`src/rtl/noc_pkg.sv`:
```
// rtl/noc_pkg.sv - shared NoC arbiter types, constants and round-robin search helper
package noc_pkg;

  localparam int NOC_NUM_PORTS = 5;

  // Largest port count the search helper handles; slices pad their vectors up to this.
  localparam int NOC_MAX_PORTS = 16;
  localparam int NOC_IDX_W     = 4;

  typedef enum logic [2:0] {
    PORT_N = 3'd0,
    PORT_S = 3'd1,
    PORT_E = 3'd2,
    PORT_W = 3'd3,
    PORT_L = 3'd4
  } noc_port_e;

  typedef struct packed {
    logic                 valid;
    logic [NOC_IDX_W-1:0] idx;
  } rr_pick_t;

  // First requester at or after ptr, wrapping modulo num_ports.
  // ptr < num_ports and k < num_ports, so a single subtract performs the wrap.
  function automatic rr_pick_t rr_pick(input logic [NOC_MAX_PORTS-1:0] req_vec,
                                       input logic [NOC_IDX_W-1:0]     ptr,
                                       input int                       num_ports);
    rr_pick_t res;
    int       cand;
    res = '0;
    for (int k = 0; k < NOC_MAX_PORTS; k++) begin
      if (k < num_ports && !res.valid) begin
        cand = int'(ptr) + k;
        if (cand >= num_ports) cand = cand - num_ports;
        if (req_vec[cand]) begin
          res.valid = 1'b1;
          res.idx   = cand[NOC_IDX_W-1:0];
        end
      end
    end
    return res;
  endfunction

endpackage

```
`src/rtl/noc_rr_arbiter_if.sv`:
```
// rtl/noc_rr_arbiter_if.sv - request/grant bundle between input buffers, arbiter and crossbar
interface noc_rr_arbiter_if #(
  parameter int NUM_PORTS = 5,
  parameter int PORT_W    = $clog2(NUM_PORTS)
);
  logic [NUM_PORTS-1:0]           req_i;
  logic [NUM_PORTS*PORT_W-1:0]    dest_i;
  logic [NUM_PORTS-1:0]           tail_i;
  logic [NUM_PORTS-1:0]           out_ready_i;
  logic [NUM_PORTS*NUM_PORTS-1:0] gnt_o;
  logic [NUM_PORTS-1:0]           in_ack_o;
  logic [NUM_PORTS-1:0]           busy_o;

  // Buffers/crossbar side: presents flits and output readiness, consumes grants.
  modport master (
    output req_i, dest_i, tail_i, out_ready_i,
    input  gnt_o, in_ack_o, busy_o
  );

  // Arbiter side.
  modport slave (
    input  req_i, dest_i, tail_i, out_ready_i,
    output gnt_o, in_ack_o, busy_o
  );
endinterface

```
`src/rtl/noc_rr_slice.sv`:
```
// rtl/noc_rr_slice.sv - one output's round-robin pointer, wormhole lock (NOC_ARB_WORMHOLE_LOCK_EN) and search
module noc_rr_slice
  import noc_pkg::*;
#(
  parameter int NUM_PORTS = 5,
  parameter int PORT_W    = $clog2(NUM_PORTS),
  parameter int OUT_IDX   = 0
) (
  input  logic                 clk,
  input  logic                 rst,
  input  logic [NUM_PORTS-1:0] i_req,
  input  logic [NUM_PORTS-1:0] i_tail,
  input  logic                 i_ready,
  output logic [NUM_PORTS-1:0] o_gnt,
  output logic [NUM_PORTS-1:0] o_xfer,
  output logic                 o_busy
);

  // Staggered start so that outputs do not all favour the same input after reset.
  localparam logic [PORT_W-1:0] RST_PTR = PORT_W'((OUT_IDX + 1) % NUM_PORTS);

  logic [PORT_W-1:0]        r_ptr;
  logic [NOC_MAX_PORTS-1:0] w_req_pad;
  logic [NOC_IDX_W-1:0]     w_ptr_pad;
  rr_pick_t                 w_pick;
  logic                     w_valid;
  logic [PORT_W-1:0]        w_win;
  logic [PORT_W-1:0]        w_next;
  logic                     w_xfer_any;
  logic                     w_unused;

  // Round-robin search among requesters starting at the pointer.
  always_comb begin
    w_req_pad                = '0;
    w_req_pad[NUM_PORTS-1:0] = i_req;
    w_ptr_pad                = '0;
    w_ptr_pad[PORT_W-1:0]    = r_ptr;
    w_pick                   = rr_pick(w_req_pad, w_ptr_pad, NUM_PORTS);
  end

`ifdef NOC_ARB_WORMHOLE_LOCK_EN
  logic              r_lock;
  logic [PORT_W-1:0] r_owner;

  // While locked only the packet owner may proceed; a missing owner flit stalls the output.
  always_comb begin
    if (r_lock) begin
      w_win   = r_owner;
      w_valid = i_req[r_owner];
    end else begin
      w_win   = w_pick.idx[PORT_W-1:0];
      w_valid = w_pick.valid;
    end
  end

  // Lock on a non-tail transfer; release and rotate past the winner on the tail.
  always_ff @(posedge clk) begin
    if (rst) begin
      r_ptr   <= RST_PTR;
      r_lock  <= 1'b0;
      r_owner <= '0;
    end else if (w_xfer_any) begin
      if (i_tail[w_win]) begin
        r_lock <= 1'b0;
        r_ptr  <= w_next;
      end else begin
        r_lock  <= 1'b1;
        r_owner <= w_win;
      end
    end
  end

  assign o_busy   = r_lock;
  assign w_unused = ^w_pick.idx;
`else
  // Without locking every flit arbitrates on its own.
  always_comb begin
    w_win   = w_pick.idx[PORT_W-1:0];
    w_valid = w_pick.valid;
  end

  // Rotate past the winner on every transfer, so competing packets interleave per flit.
  always_ff @(posedge clk) begin
    if (rst) begin
      r_ptr <= RST_PTR;
    end else if (w_xfer_any) begin
      r_ptr <= w_next;
    end
  end

  assign o_busy   = 1'b0;
  assign w_unused = ^{w_pick.idx, i_tail};
`endif

  // Next pointer wraps from the last input back to input 0.
  always_comb begin
    w_next = (w_win == PORT_W'(NUM_PORTS - 1)) ? '0 : w_win + 1'b1;
  end

  // One-hot grant; back-pressure keeps the grant but suppresses the transfer.
  always_comb begin
    o_gnt = '0;
    if (w_valid) o_gnt[w_win] = 1'b1;
    o_xfer     = o_gnt & {NUM_PORTS{i_ready}};
    w_xfer_any = w_valid & i_ready;
  end

endmodule

```
`src/rtl/noc_rr_arbiter.sv`:
```
// rtl/noc_rr_arbiter.sv - per-output round-robin router arbiter, wormhole lock under NOC_ARB_WORMHOLE_LOCK_EN
module noc_rr_arbiter
  import noc_pkg::*;
#(
  parameter int NUM_PORTS = NOC_NUM_PORTS,
  parameter int PORT_W    = $clog2(NUM_PORTS)
) (
  input logic            clk,
  input logic            rst,
  noc_rr_arbiter_if.slave bus
);

  logic [NUM_PORTS-1:0] w_req_mat [NUM_PORTS];
  logic [NUM_PORTS-1:0] w_gnt     [NUM_PORTS];
  logic [NUM_PORTS-1:0] w_xfer    [NUM_PORTS];
  logic [NUM_PORTS-1:0] w_busy;
  logic [NUM_PORTS-1:0] w_ack;

  // Decode destinations into a per-output request vector; out-of-range indices match nothing.
  always_comb begin
    w_req_mat = '{default: '0};
    for (int o = 0; o < NUM_PORTS; o++) begin
      for (int i = 0; i < NUM_PORTS; i++) begin
        w_req_mat[o][i] = bus.req_i[i] &&
                          (bus.dest_i[i*PORT_W +: PORT_W] == PORT_W'(o));
      end
    end
  end

  for (genvar o = 0; o < NUM_PORTS; o++) begin : g_out
    noc_rr_slice #(
      .NUM_PORTS (NUM_PORTS),
      .PORT_W    (PORT_W),
      .OUT_IDX   (o)
    ) u_slice (
      .clk     (clk),
      .rst     (rst),
      .i_req   (w_req_mat[o]),
      .i_tail  (bus.tail_i),
      .i_ready (bus.out_ready_i[o]),
      .o_gnt   (w_gnt[o]),
      .o_xfer  (w_xfer[o]),
      .o_busy  (w_busy[o])
    );

    assign bus.gnt_o[o*NUM_PORTS +: NUM_PORTS] = w_gnt[o];
  end

  // An input targets at most one output, so ORing the per-output transfers gives its pop.
  always_comb begin
    w_ack = '0;
    for (int o = 0; o < NUM_PORTS; o++) begin
      w_ack = w_ack | w_xfer[o];
    end
  end

  assign bus.in_ack_o = w_ack;
  assign bus.busy_o   = w_busy;

endmodule

```
`src/flat_wrapper.sv`:
```
// flat-port wrapper written by rule: the top's interface ports become plain ports
module noc_rr_arbiter_flat import noc_pkg::*;
#(
  parameter int NUM_PORTS = NOC_NUM_PORTS,
  parameter int PORT_W    = $clog2(NUM_PORTS)
)
  (clk, rst, bus_req_i, bus_dest_i, bus_tail_i, bus_out_ready_i, bus_gnt_o, bus_in_ack_o, bus_busy_o);
  noc_rr_arbiter_if #(.NUM_PORTS(NUM_PORTS), .PORT_W(PORT_W)) bus_i ();
  input logic clk;
  input logic rst;
  input wire logic [$bits(bus_i.req_i)-1:0] bus_req_i;
  input wire logic [$bits(bus_i.dest_i)-1:0] bus_dest_i;
  input wire logic [$bits(bus_i.tail_i)-1:0] bus_tail_i;
  input wire logic [$bits(bus_i.out_ready_i)-1:0] bus_out_ready_i;
  output wire logic [$bits(bus_i.gnt_o)-1:0] bus_gnt_o;
  output wire logic [$bits(bus_i.in_ack_o)-1:0] bus_in_ack_o;
  output wire logic [$bits(bus_i.busy_o)-1:0] bus_busy_o;
  assign bus_i.req_i = bus_req_i;
  assign bus_i.dest_i = bus_dest_i;
  assign bus_i.tail_i = bus_tail_i;
  assign bus_i.out_ready_i = bus_out_ready_i;
  assign bus_gnt_o = bus_i.gnt_o;
  assign bus_in_ack_o = bus_i.in_ack_o;
  assign bus_busy_o = bus_i.busy_o;
  noc_rr_arbiter #(.NUM_PORTS(NUM_PORTS), .PORT_W(PORT_W)) u_core (.clk(clk), .rst(rst), .bus(bus_i));
endmodule
```
`config.mk`:
```
export PLATFORM = sky130hd
export DESIGN_NAME = noc_rr_arbiter_flat
export DESIGN_NICKNAME = d
export VERILOG_FILES = /design/src/rtl/noc_pkg.sv /design/src/rtl/noc_rr_arbiter_if.sv /design/src/rtl/noc_rr_slice.sv /design/src/rtl/noc_rr_arbiter.sv /design/src/flat_wrapper.sv
export SDC_FILE = /design/constraint.sdc
export NUM_CORES = 1
export LEC_CHECK = 0
export BUFFER_PORTS_ARGS = -buffer_cell sky130_fd_sc_hd__buf_2
export CAP_MARGIN = 30
export CORE_AREA = 2 2 138 140
export CTS_BUF_LIST = sky130_fd_sc_hd__clkbuf_8
export DETAILED_ROUTE_END_ITERATION = 8
export DIE_AREA = 0 0 140 142
export HOLD_SLACK_MARGIN = 0.15
export SYNTH_ARGS = -nofsm -noshare
export SYNTH_HDL_FRONTEND = slang
export SYNTH_HIERARCHICAL = 1
export SYNTH_SLANG_ARGS = --single-unit
```
`constraint.sdc`:
```
create_clock -name clk -period 4.8 [get_ports clk]
set_clock_uncertainty 0.2 [all_clocks]
set_input_delay 0.96 -clock clk [delete_from_list [all_inputs] [get_ports clk]]
set_output_delay 0.96 -clock clk [all_outputs]
set_load 0.03 [all_outputs]
```
==> results of run 1 <==
[worst max-delay path: cells and delay by family]
kind | cells | cell delay (ns)
and+or+nand+nor | 7 | 1.29
buffers and inverters | 6 | 0.97
AOI/OAI and AO/OA | 4 | 0.79
[timing repair]
| action | 4_1_cts | 5_1_grt |
|---|---|---|
| endpoints found under the hold margin | 0 | 0 |
| hold buffers | 0 | 0 |
| setup endpoints to repair | 24 | 26 |
| cloned | 0 | 1 |
| pin swaps | 40 | 71 |
| resized for setup | 140 | 175 |
| buffers inserted | 22 | 34 |
[stage by stage]
stage               instance area, um^2  cells  util (%)
CTS                               11300   1642      61.2
global placement                  10600   1623      57.6
floorplan                          8270   1109         -
finish                            12300   1673      66.7
global route                      12300   1673      66.7
detailed placement                10600   1623      57.6
[kinds of logic (layout without fill, tap and decap cells)]
family,after synthesis,in the layout
flops,15,15
compound gates,365,365
simple gates,445,445
other cells,5,5
fa+ha+maj,64,64
buf+inv,129,459
mux,55,55
xor+xnor,31,31
[metal layers]
metal / routed length (um) / share of wire, % / up-vias / GRT usage [%]
met5: 0 / 0 / - / 0
met4: 898 / 2.9 / 0 / 9.25
met3: 1350 / 4.4 / 59 / 1.75
met2: 14900 / 49 / 321 / 47.3
met1: 13300 / 44 / 4876 / 37.1
li1: - / - / 4898 / -
[cells in the final DEF, fill, tap and decap left out, types with 22 or more instances in the layout]
master,instances
xnor2_1,22
buf_6,58
ha_1,51
o21ai_0,38
nand2b_1,28
nand2_1,77
nor3_1,35
nor2_1,71
buf_4,304
mux2i_1,32
inv_1,52
a21oi_1,62
[final cells by class]
type | instances | area, um^2
Multi-Input combinational cell | 965 | 8240
Fill cell | 1570 | 6150
Timing Repair Buffer | 389 | 3170
Sequential cell | 15 | 303
Tap cell | 234 | 293
Inverter | 66 | 258
Clock buffer | 3 | 41.3
Clock inverter | 1 | 3.75
[worst min-delay path by stage]
stage | startpoint | to | slack [ns] | cells after the start
floorplan | u_core/g_out[4].u_slice/r_ptr[1] | u_core/g_out[4].u_slice/r_ptr[1] | 0.48 | 3
global placement | u_core/g_out[1].u_slice/r_ptr[1] | u_core/g_out[1].u_slice/r_ptr[1] | 0.30 | 2
detailed placement | u_core/g_out[1].u_slice/r_ptr[1] | u_core/g_out[1].u_slice/r_ptr[1] | 0.31 | 2
CTS | u_core/g_out[1].u_slice/r_ptr[1] | u_core/g_out[1].u_slice/r_ptr[1] | 0.33 | 2
global route | u_core/g_out[1].u_slice/r_ptr[1] | u_core/g_out[1].u_slice/r_ptr[1] | 0.39 | 2
finish | u_core/g_out[1].u_slice/r_ptr[1] | u_core/g_out[1].u_slice/r_ptr[1] | 0.33 | 2
==> out/qor.txt, run 1 <==
Final period util -> 108%
CTS root buffer -> clkbuf_8
Nets -> 1534
Fin. Hold Viols -> 0
Register area share after synthesis -> 3.67%
Largest area contributor in the synthesized netlist -> ha_1
Ys flop type -> dfxtp_1
R2R setup slack -> 0.74 ns
Crit Reg-Reg Endpoint -> u_core/g_out[4].u_slice/r_ptr[1]
IO Pins -> 67
Vias in the first global route -> 9283
Synth async-reset ratio -> 0%
Max-capacitance violation count -> 0
Launch point of the worst reg-to-reg path -> u_core/g_out[4].u_slice/r_ptr[1]
Max FFs per register -> 15
XOR/XNOR Fraction of Synth Area -> 3.50%
Slowest Stage Delay on Critical Path -> 0.47 ns
Grt ovf -> 0
Crit-path max FO -> 5
Initial drt markers -> 687
Critical Path Sink Type -> output pin
Worst-case clock buffer depth -> 2
CTS sink count -> 15
Cts bufs inserted -> 3
# rows -> 50
Pre-CTS setup slack -> -0.481 ns
Flops & latches, synth -> 15
Crit path top cell by count -> buf_4
Gpl congestion -> 0.947
Die X -> 140 um
Post-synthesis cell type count -> 132
Fin crit period -> 5.18 ns
Final ANT Viol Nets -> 0
TritonRoute pass-1 iters -> 7
Rel. slew slack -> 64.3%
Reg with most FFs -> u_core/g_out.u_slice/r_ptr
TritonCTS clock tree -> built
CP required -> 3.64 ns
Global-route wire length before repair -> 46.0 mm
Startpoint Class -> input pin
Largest family of logic cells by synthesized area -> compound AO/OA/AOI/OAI gates
Synthesized instance count -> 1109
Core area -> 18500 um^2
Vias after detailed routing -> 10200
Worst Max-Slew Pin Slew -> 0.532 ns
EDFF count, synth -> 0
Fin Hold WS -> 0.333 ns
N_diodes -> 0
Setup tns final -> -2.35 ns
Mapped Avg Cell Area -> 7.37 um^2
Mux contribution to synthesized area -> 8.22%
Mapped Nets -> 1203
Initial Util -> 44.3%
Crit path kind -> in2out
Residual DRC -> 4
Crit path arrival time -> 4.02 ns
Placed wire-length estimate -> 22.2 mm
Synth Area in Compound Gates -> 34.8%
Max Fclk -> 193 MHz
Drt total wl -> 30.5 mm
Critical Path Sink -> bus_in_ack_o[0]
HP Class -> reg2reg
Synth top cells by count -> nand2_1, nor2_1, a21oi_1, ha_1, inv_1
Initial antenna violation count -> 0
Final setup fails -> 13
Critical path origin -> bus_dest_i[9]
R2R cell count -> 15
Layout cell share with drive strength beyond 1 -> 44.4%
Post-Syn Area -> 8180 um^2
Number of vias per cell -> 6.07
Status -> finished, violations left
Top post-synthesis cells by area -> ha_1, mux2i_1, a21oi_1
Die height -> 142 um
YS warnings -> 6
Largest net degree at the start of global routing -> 33
RSZ-0062 raised after global routing -> true
Final WS setup -> -0.379 ns
Htree depth -> 1
Worst-path clk slew -> 0.07 ns
Worst path cell trace -> buf_8 > nor4b_4 > buf_4 > nor3_2 > o32ai_2 > a22oi_2 > buf_4 > nor3_2 > o21bai_1 > a22oi_2 > buf_4 > nor4b_4 > and2_1 > nor3_2 > buf_4 > nand2_1 > buf_6
Top cell type's share of synthesized area -> 9.49%
Die ar. -> 19900 um^2
Largest registers -> u_core/g_out.u_slice/r_ptr (15)
Synth Area in Simple Gates -> 32.1%
Clock latency on the worst-skew pair -> 0.26 ns
Avg WL per Cell -> 18.2 um
Max Slew Vio Count -> 0
Post-Synth Adder-Cell Area -> 9.73%
GRT Util Overall -> 27.6%
Port Buffers -> 56
Violated checks -> DRC, setup timing
CP max-delay cell -> nor4b_4
Layout area overhead -> 50.5%
Power of run 1 is not shown: default switching activity piles up to over one toggle a cycle in this logic, so the estimate is an artifact.
==> run 2, diff against run 1 <==
--- a/config.mk
+++ b/config.mk
@@ -13,4 +13,5 @@
 export DIE_AREA = 0 0 140 142
 export HOLD_SLACK_MARGIN = 0.15
+export PLACE_DENSITY = 0.65
 export SYNTH_ARGS = -nofsm -noshare
 export SYNTH_HDL_FRONTEND = slang
==> constraint.sdc (replaced) <==
create_clock -name clk -period 4.8 [get_ports clk]
set_clock_uncertainty 0.2 [all_clocks]
set_input_delay 0.72 -clock clk [delete_from_list [all_inputs] [get_ports clk]]
set_output_delay 0.72 -clock clk [all_outputs]
set_load 0.03 [all_outputs]
==> run 2 against run 1 <==
  * The flow finishes with violations (DRC)
  * Die area is the same
  * First-iteration DRC count rose by 2.9%
  * Flip-flop and latch count unchanged
  * Clock-buffer cell count stayed put
  * Hold slack improved by 0.051 ns
  * Wire length decreased by 13%
  * Critical path depth did not move
  * Register-to-register slack better by 0.25 ns
  * Final cell count fell by 11%
  * Via count decreased by 8.0%
  * Global-route usage fell by 2.5 points
  * Worst setup slack gained 0.42 ns
  * Highest routed layer unchanged
==> out/qor.txt, run 2 (synthesized netlist as in run 1, its figures left out) <==
Pre-CTS setup slack -> -0.0585 ns (was -0.481 ns)
TritonRoute pass-1 iters -> 7 (unchanged)
Rel. slew slack -> 63.5% (was 64.3%)
Final setup fails -> 0 (was 13)
Initial Util -> 44.3% (unchanged)
Vias after detailed routing -> 9345 (was 10200)
Grt ovf -> 0 (unchanged)
Htree depth -> 1 (unchanged)
Status -> finished, violations left (unchanged)
Drt total wl -> 26.7 mm (was 30.5 mm)
Avg WL per Cell -> 18.0 um (was 18.2 um)
Fin Hold WS -> 0.384 ns (was 0.333 ns)
Largest net degree at the start of global routing -> 35 (was 33)
Worst-path clk slew -> 0.08 ns (was 0.07 ns)
Fin crit period -> 4.76 ns (was 5.18 ns)
IO Pins -> 67 (unchanged)
Layout cell share with drive strength beyond 1 -> 31.8% (was 44.4%)
Layout area overhead -> 24.0% (was 50.5%)
Worst-case clock buffer depth -> 2 (unchanged)
Die X -> 140 um (unchanged)
Port Buffers -> 56 (unchanged)
Placed wire-length estimate -> 20.3 mm (was 22.2 mm)
HP Class -> reg2reg (unchanged)
Crit-path max FO -> 6 (was 5)
Initial antenna violation count -> 0 (unchanged)
Crit path arrival time -> 3.84 ns (was 4.02 ns)
Reg with most FFs -> u_core/g_out.u_slice/r_ptr (unchanged)
Largest registers -> u_core/g_out.u_slice/r_ptr (15) (unchanged)
Critical Path Sink Type -> output pin (unchanged)
Max Slew Vio Count -> 0 (unchanged)
CP required -> 3.88 ns (was 3.64 ns)
N_diodes -> 0 (unchanged)
Cts bufs inserted -> 3 (unchanged)
GRT Util Overall -> 25.1% (was 27.6%)
Crit path kind -> reg2out (was in2out)
Max Fclk -> 210 MHz (was 193 MHz)
Final ANT Viol Nets -> 0 (unchanged)
Max-capacitance violation count -> 0 (unchanged)
Commonest non-fill, non-tap cell in the layout -> buf_4 (unchanged)
Max FFs per register -> 15 (unchanged)
TritonCTS clock tree -> built (unchanged)
Final period util -> 99.1% (was 108%)
Gpl congestion -> 0.969 (was 0.947)
Placed cells -> 1478 (was 1623)
Area of placed instances -> 9500 um^2 (was 10600 um^2)
Vias in the first global route -> 8586 (was 9283)
CTS root buffer -> clkbuf_8 (unchanged)
Global-route wire length before repair -> 42.0 mm (was 46.0 mm)
Nets -> 1345 (was 1534)
Non-Filler Instances -> 1484 (was 1673)
Die ar. -> 19900 um^2 (unchanged)
Clock latency on the worst-skew pair -> 0.27 ns (was 0.26 ns)
RSZ-0062 raised after global routing -> true (unchanged)
Violated checks -> DRC (was DRC, setup timing)
Final instance area -> 10100 um^2 (was 12300 um^2)
Number of vias per cell -> 6.30 (was 6.07)
# rows -> 50 (unchanged)
Residual DRC -> 4 (unchanged)
Core area -> 18500 um^2 (unchanged)
CTS sink count -> 15 (unchanged)
Worst Max-Slew Pin Slew -> 0.541 ns (was 0.532 ns)
Die height -> 142 um (unchanged)
Final WS setup -> 0.0419 ns (was -0.379 ns)
Startpoint Class -> register (was input pin)
Initial drt markers -> 707 (was 687)
Most frequent cells in the layout -> buf_4, nand2_1, nor2_1 (unchanged)
Fin. Hold Viols -> 0 (unchanged)
-- run 2: changes by cell type in the layout (fill, tap and decap cells not counted), sizes merged --
| cell | before | now |
|---|---|---|
| inv | 65 | 66 |
| clkinv | 0 | 1 |
| buf | 388 | 200 |
| clkinvlp | 2 | 0 |
| clkbuf | 4 | 3 |
-- run 2: path summary, 6_finish.rpt --
| kind | startpoint | end | slack (ns) | depth (start not counted) |
|---|---|---|---|---|
| max | u_core/g_out[4].u_slice/r_ptr[0] | bus_in_ack_o[1] | 0.04 | 17 |
| min | u_core/g_out[1].u_slice/r_ptr[2] | u_core/g_out[1].u_slice/r_ptr[2] | 0.38 | 2 |
| max reg2reg | u_core/g_out[4].u_slice/r_ptr[0] | u_core/g_out[4].u_slice/r_ptr[1] | 0.99 | 15 |
| min reg2reg | u_core/g_out[1].u_slice/r_ptr[2] | u_core/g_out[1].u_slice/r_ptr[2] | 0.38 | 2 |
-- run 2: final cells by class --
class / count / area [um^2]
Clock buffer: 3 / 41.3
Clock inverter: 1 / 5.00
Fill cell: 1749 / 8320
Inverter: 66 / 250
Multi-Input combinational cell: 965 / 7780
Sequential cell: 15 / 310
Tap cell: 234 / 293
Timing Repair Buffer: 200 / 1460
-- run 2: routing by layer --
metal / part of all wire [%] / track usage, % / wire length (um)
met2: 46 / 41.6 / 12300
met4: 3.4 / 8.61 / 901
met1: 45 / 34.0 / 12000
met3: 5.7 / 2.99 / 1520
met5: 0 / 0 / 0
-- run 2: critical path, cell delays in order, from the launching register on --
cell	delay, ns
dfxtp_2	0.33
inv_2	0.12
ha_1	0.16
inv_1	0.06
ha_4	0.29
buf_4	0.14
or2b_2	0.33
nand3_1	0.10
nand3_2	0.10
and2_4	0.19
a21o_1	0.18
or3_4	0.39
a31o_1	0.19
or4_4	0.56
nor2_4	0.11
nor2_1	0.07
nand2_2	0.10
buf_6	0.14
-- run 2: repair_timing --
action,CTS,global route
hold buffers,0,0
pin swaps,1,15
cloned,0,0
buffers inserted,0,5
endpoints found under the setup margin,5,15
gates resized for setup,17,118
-- run 2: metrics by stage --
step | setup TNS (ns) | util, %
global route | -0.165 | 54.9
floorplan | -0.0273 | -
finish | 0 | 54.9
global placement | -0.00976 | 51.5
CTS | -0.00223 | 52.1
detailed placement | -0.0585 | 51.5
Power of run 2 is left out for the same reason.
==> run 3, diff against run 2 <==
PLACE_DENSITY = 0.62   (was 0.65)
clock period = 6 ns   (was 4.8 ns; I/O delays follow)
==> run 3 against run 2 <==
  * The flow now finishes without violations
  * Die area is the same
  * Clock-buffer cell count stayed put
  * Sequential share of layout area rose by 0.40 points
  * Utilization is 7.9 points lower
  * Critical path type unchanged
  * Critical endpoint unchanged
==> out/qor.txt, run 3 (synthesized netlist as in run 1, its figures left out) <==
Status -> finished clean (was finished, violations left)
Placed wire-length estimate -> 19.6 mm (was 20.3 mm)
Worst Path Buf+Inv -> 3 (was 4)
Grt ovf -> 0 (unchanged)
CTS sink count -> 15 (unchanged)
Crit-path max FO -> 13 (was 6)
Worst-case clock buffer depth -> 2 (unchanged)
Htree depth -> 1 (unchanged)
CP max-delay cell -> dfxtp_1 (was or4_4)
Setup tns final -> 0 ns (unchanged)
Slowest Stage Delay on Critical Path -> 0.68 ns (was 0.56 ns)
TritonRoute pass-1 iters -> 7 (unchanged)
CTS root buffer -> clkbuf_8 (unchanged)
N_diodes -> 0 (unchanged)
Post-CTS Hold Buffers -> 0 (unchanged)
Largest net degree at the start of global routing -> 36 (was 35)
# rows -> 50 (unchanged)
Area of the multi-input gates -> 7240 um^2 (was 7780 um^2)
Post_cts resized -> 0 (was 17)
GRT Util Overall -> 24.6% (was 25.1%)
Max FFs per register -> 15 (unchanged)
Max Slew Vio Count -> 0 (unchanged)
Min-delay src -> u_core/g_out[4].u_slice/r_ptr[2] (was u_core/g_out[1].u_slice/r_ptr[2])
Crit Reg-Reg Endpoint -> u_core/g_out[0].u_slice/r_ptr[2] (was u_core/g_out[4].u_slice/r_ptr[1])
Setup bufs post-CTS -> 0 (unchanged)
Die height -> 142 um (unchanged)
Crit path top cell by count -> inv_1
Crit path kind -> reg2out (unchanged)
HP Class -> reg2reg (unchanged)
Layout cell share with drive strength beyond 1 -> 18.2% (was 31.8%)
Initial drt markers -> 641 (was 707)
Initial antenna violation count -> 0 (unchanged)
Grt met1 use -> 33.1% (was 34.0%)
Initial Util -> 44.3% (unchanged)
Startpoint Class -> register (unchanged)
Most frequent cells in the layout -> nor2_1, nand2_1, a21oi_1 (was buf_4, nand2_1, nor2_1)
Worst Hold Path EP -> u_core/g_out[4].u_slice/r_ptr[2] (was u_core/g_out[1].u_slice/r_ptr[2])
Delay-heaviest family, CP -> compound AO/OA/AOI/OAI gates (was simple AND/OR/NAND/NOR gates)
Vias after detailed routing -> 8841 (was 9345)
Global-route wire length before repair -> 41.1 mm (was 42.0 mm)
R2R cell count -> 14 (was 15)
Grt peak-use layer -> met2 (unchanged)
Filler cells -> 1919 (was 1749)
Fin Hold WS -> 0.501 ns (was 0.384 ns)
Vias in the first global route -> 8024 (was 8586)
Cts bufs inserted -> 3 (unchanged)
R2R setup slack -> 1.67 ns (was 0.99 ns)
Die X -> 140 um (unchanged)
Critical Path Sink Type -> output pin (unchanged)
Worst path cell trace -> inv_1 > ha_1 > inv_1 > o211ai_1 > a211o_1 > a221oi_2 > mux2_2 > a41oi_4 > nor2_1 > and2_1 > nor3_1 > nand2_1 > buf_2 (was inv_2 > ha_1 > inv_1 > ha_4 > buf_4 > or2b_2 > nand3_1 > nand3_2 > and2_4 > a21o_1 > or3_4 > a31o_1 > or4_4 > nor2_4 > nor2_1 > nand2_2 > buf_6)
Launch point of the worst reg-to-reg path -> u_core/g_out[0].u_slice/r_ptr[2] (was u_core/g_out[4].u_slice/r_ptr[0])
Worst-path clk slew -> 0.06 ns (was 0.08 ns)
Fin crit period -> 5.74 ns
IO Pins -> 67 (unchanged)
Final ANT Viol Nets -> 0 (unchanged)
Layout area overhead -> 6.18% (was 24.0%)
CP required -> 4.90 ns (was 3.88 ns)
TritonCTS clock tree -> built (unchanged)
RSZ-0062 raised after global routing -> false (was true)
Worst Max-Slew Pin Slew -> 0.834 ns (was 0.541 ns)
Core area -> 18500 um^2 (unchanged)
Crit path arrival time -> 4.64 ns (was 3.84 ns)
Rel. slew slack -> 44.2% (was 63.5%)
Reg with most FFs -> u_core/g_out.u_slice/r_ptr (unchanged)
Residual DRC -> 0 (was 4)
Storage element area -> 300 um^2 (was 310 um^2)
Final period util -> 95.7%
Number of vias per cell -> 6.42 (was 6.30)
Largest registers -> u_core/g_out.u_slice/r_ptr (15) (unchanged)
Met2 GRT Util -> 42.1% (was 41.6%)
Max-capacitance violation count -> 0 (unchanged)
Die ar. -> 19900 um^2 (unchanged)
Avg WL per Cell -> 18.4 um (was 18.0 um)
Nets -> 1238 (was 1345)
Clock latency on the worst-skew pair -> 0.25 ns (was 0.27 ns)
Port Buffers -> 56 (unchanged)
Max Fclk -> 174 MHz
Worst Hold Depth -> 3 (was 2)
Final setup fails -> 0 (unchanged)
Fin. Hold Viols -> 0 (unchanged)
GRT met3 Usage -> 1.92% (was 2.99%)
Gpl congestion -> 0.996 (was 0.969)
Drt total wl -> 25.3 mm (was 26.7 mm)
run 3: cell types whose count changed in the layout (fill, tap and decap cells not counted), sizes merged:
cell,previous run,this run
buf,200,93
clkinv,1,0
inv,66,67
run 3: worst max path at each step:
stage	start	end	slack, ns	cells past startpoint
after floorplan	bus_dest_i[7]	bus_in_ack_o[0]	0.59	12
after global placement	bus_dest_i[1]	bus_in_ack_o[2]	0.58	14
after detailed placement	bus_dest_i[1]	bus_in_ack_o[0]	0.54	13
after CTS	u_core/g_out[1].u_slice/r_ptr[0]	bus_in_ack_o[1]	0.37	13
after global routing	u_core/g_out[1].u_slice/r_ptr[0]	bus_in_ack_o[1]	0.004	15
final	u_core/g_out[1].u_slice/r_ptr[0]	bus_in_ack_o[1]	0.26	13
run 3: per-stage QoR:
| step | std cells | cell area [um^2] | utilization, % | setup slack (ns) |
|---|---|---|---|---|
| 3_5_place_dp | 1373 | 8640 | 46.8 | 0.539 |
| 6_report | 1377 | 8680 | 47.0 | 0.260 |
| 5_1_grt | 1377 | 8680 | 47.0 | 0.00437 |
| 2_1_floorplan | 1109 | 8180 | - | 0.592 |
| 3_3_place_gp | 1373 | 8640 | 46.8 | 0.576 |
| 4_1_cts | 1377 | 8680 | 47.0 | 0.368 |
run 3: worst min-delay path, cell delays in order, from the launching register on:
cell	delay, ns
dfxtp_1	0.32
buf_4	0.20
nand2_1	0.08
a21oi_1	0.06
run 3: layout make-up:
cell class	count	share of cell area, %
Inverter	66	2.85
Sequential cell	15	3.46
Tap cell	234	3.37
Clock inverter	1	0.0432
Clock buffer	3	0.476
Multi-Input combinational cell	965	83.4
Timing Repair Buffer	93	6.43
run 3: metal layers:
layer / wire length [um] / vias up
li1: - / 4320
met1: 11600 / 4182
met2: 11700 / 287
met3: 1150 / 52
met4: 930 / 0
met5: 0 / -
Power of run 3 is left out for the same reason.
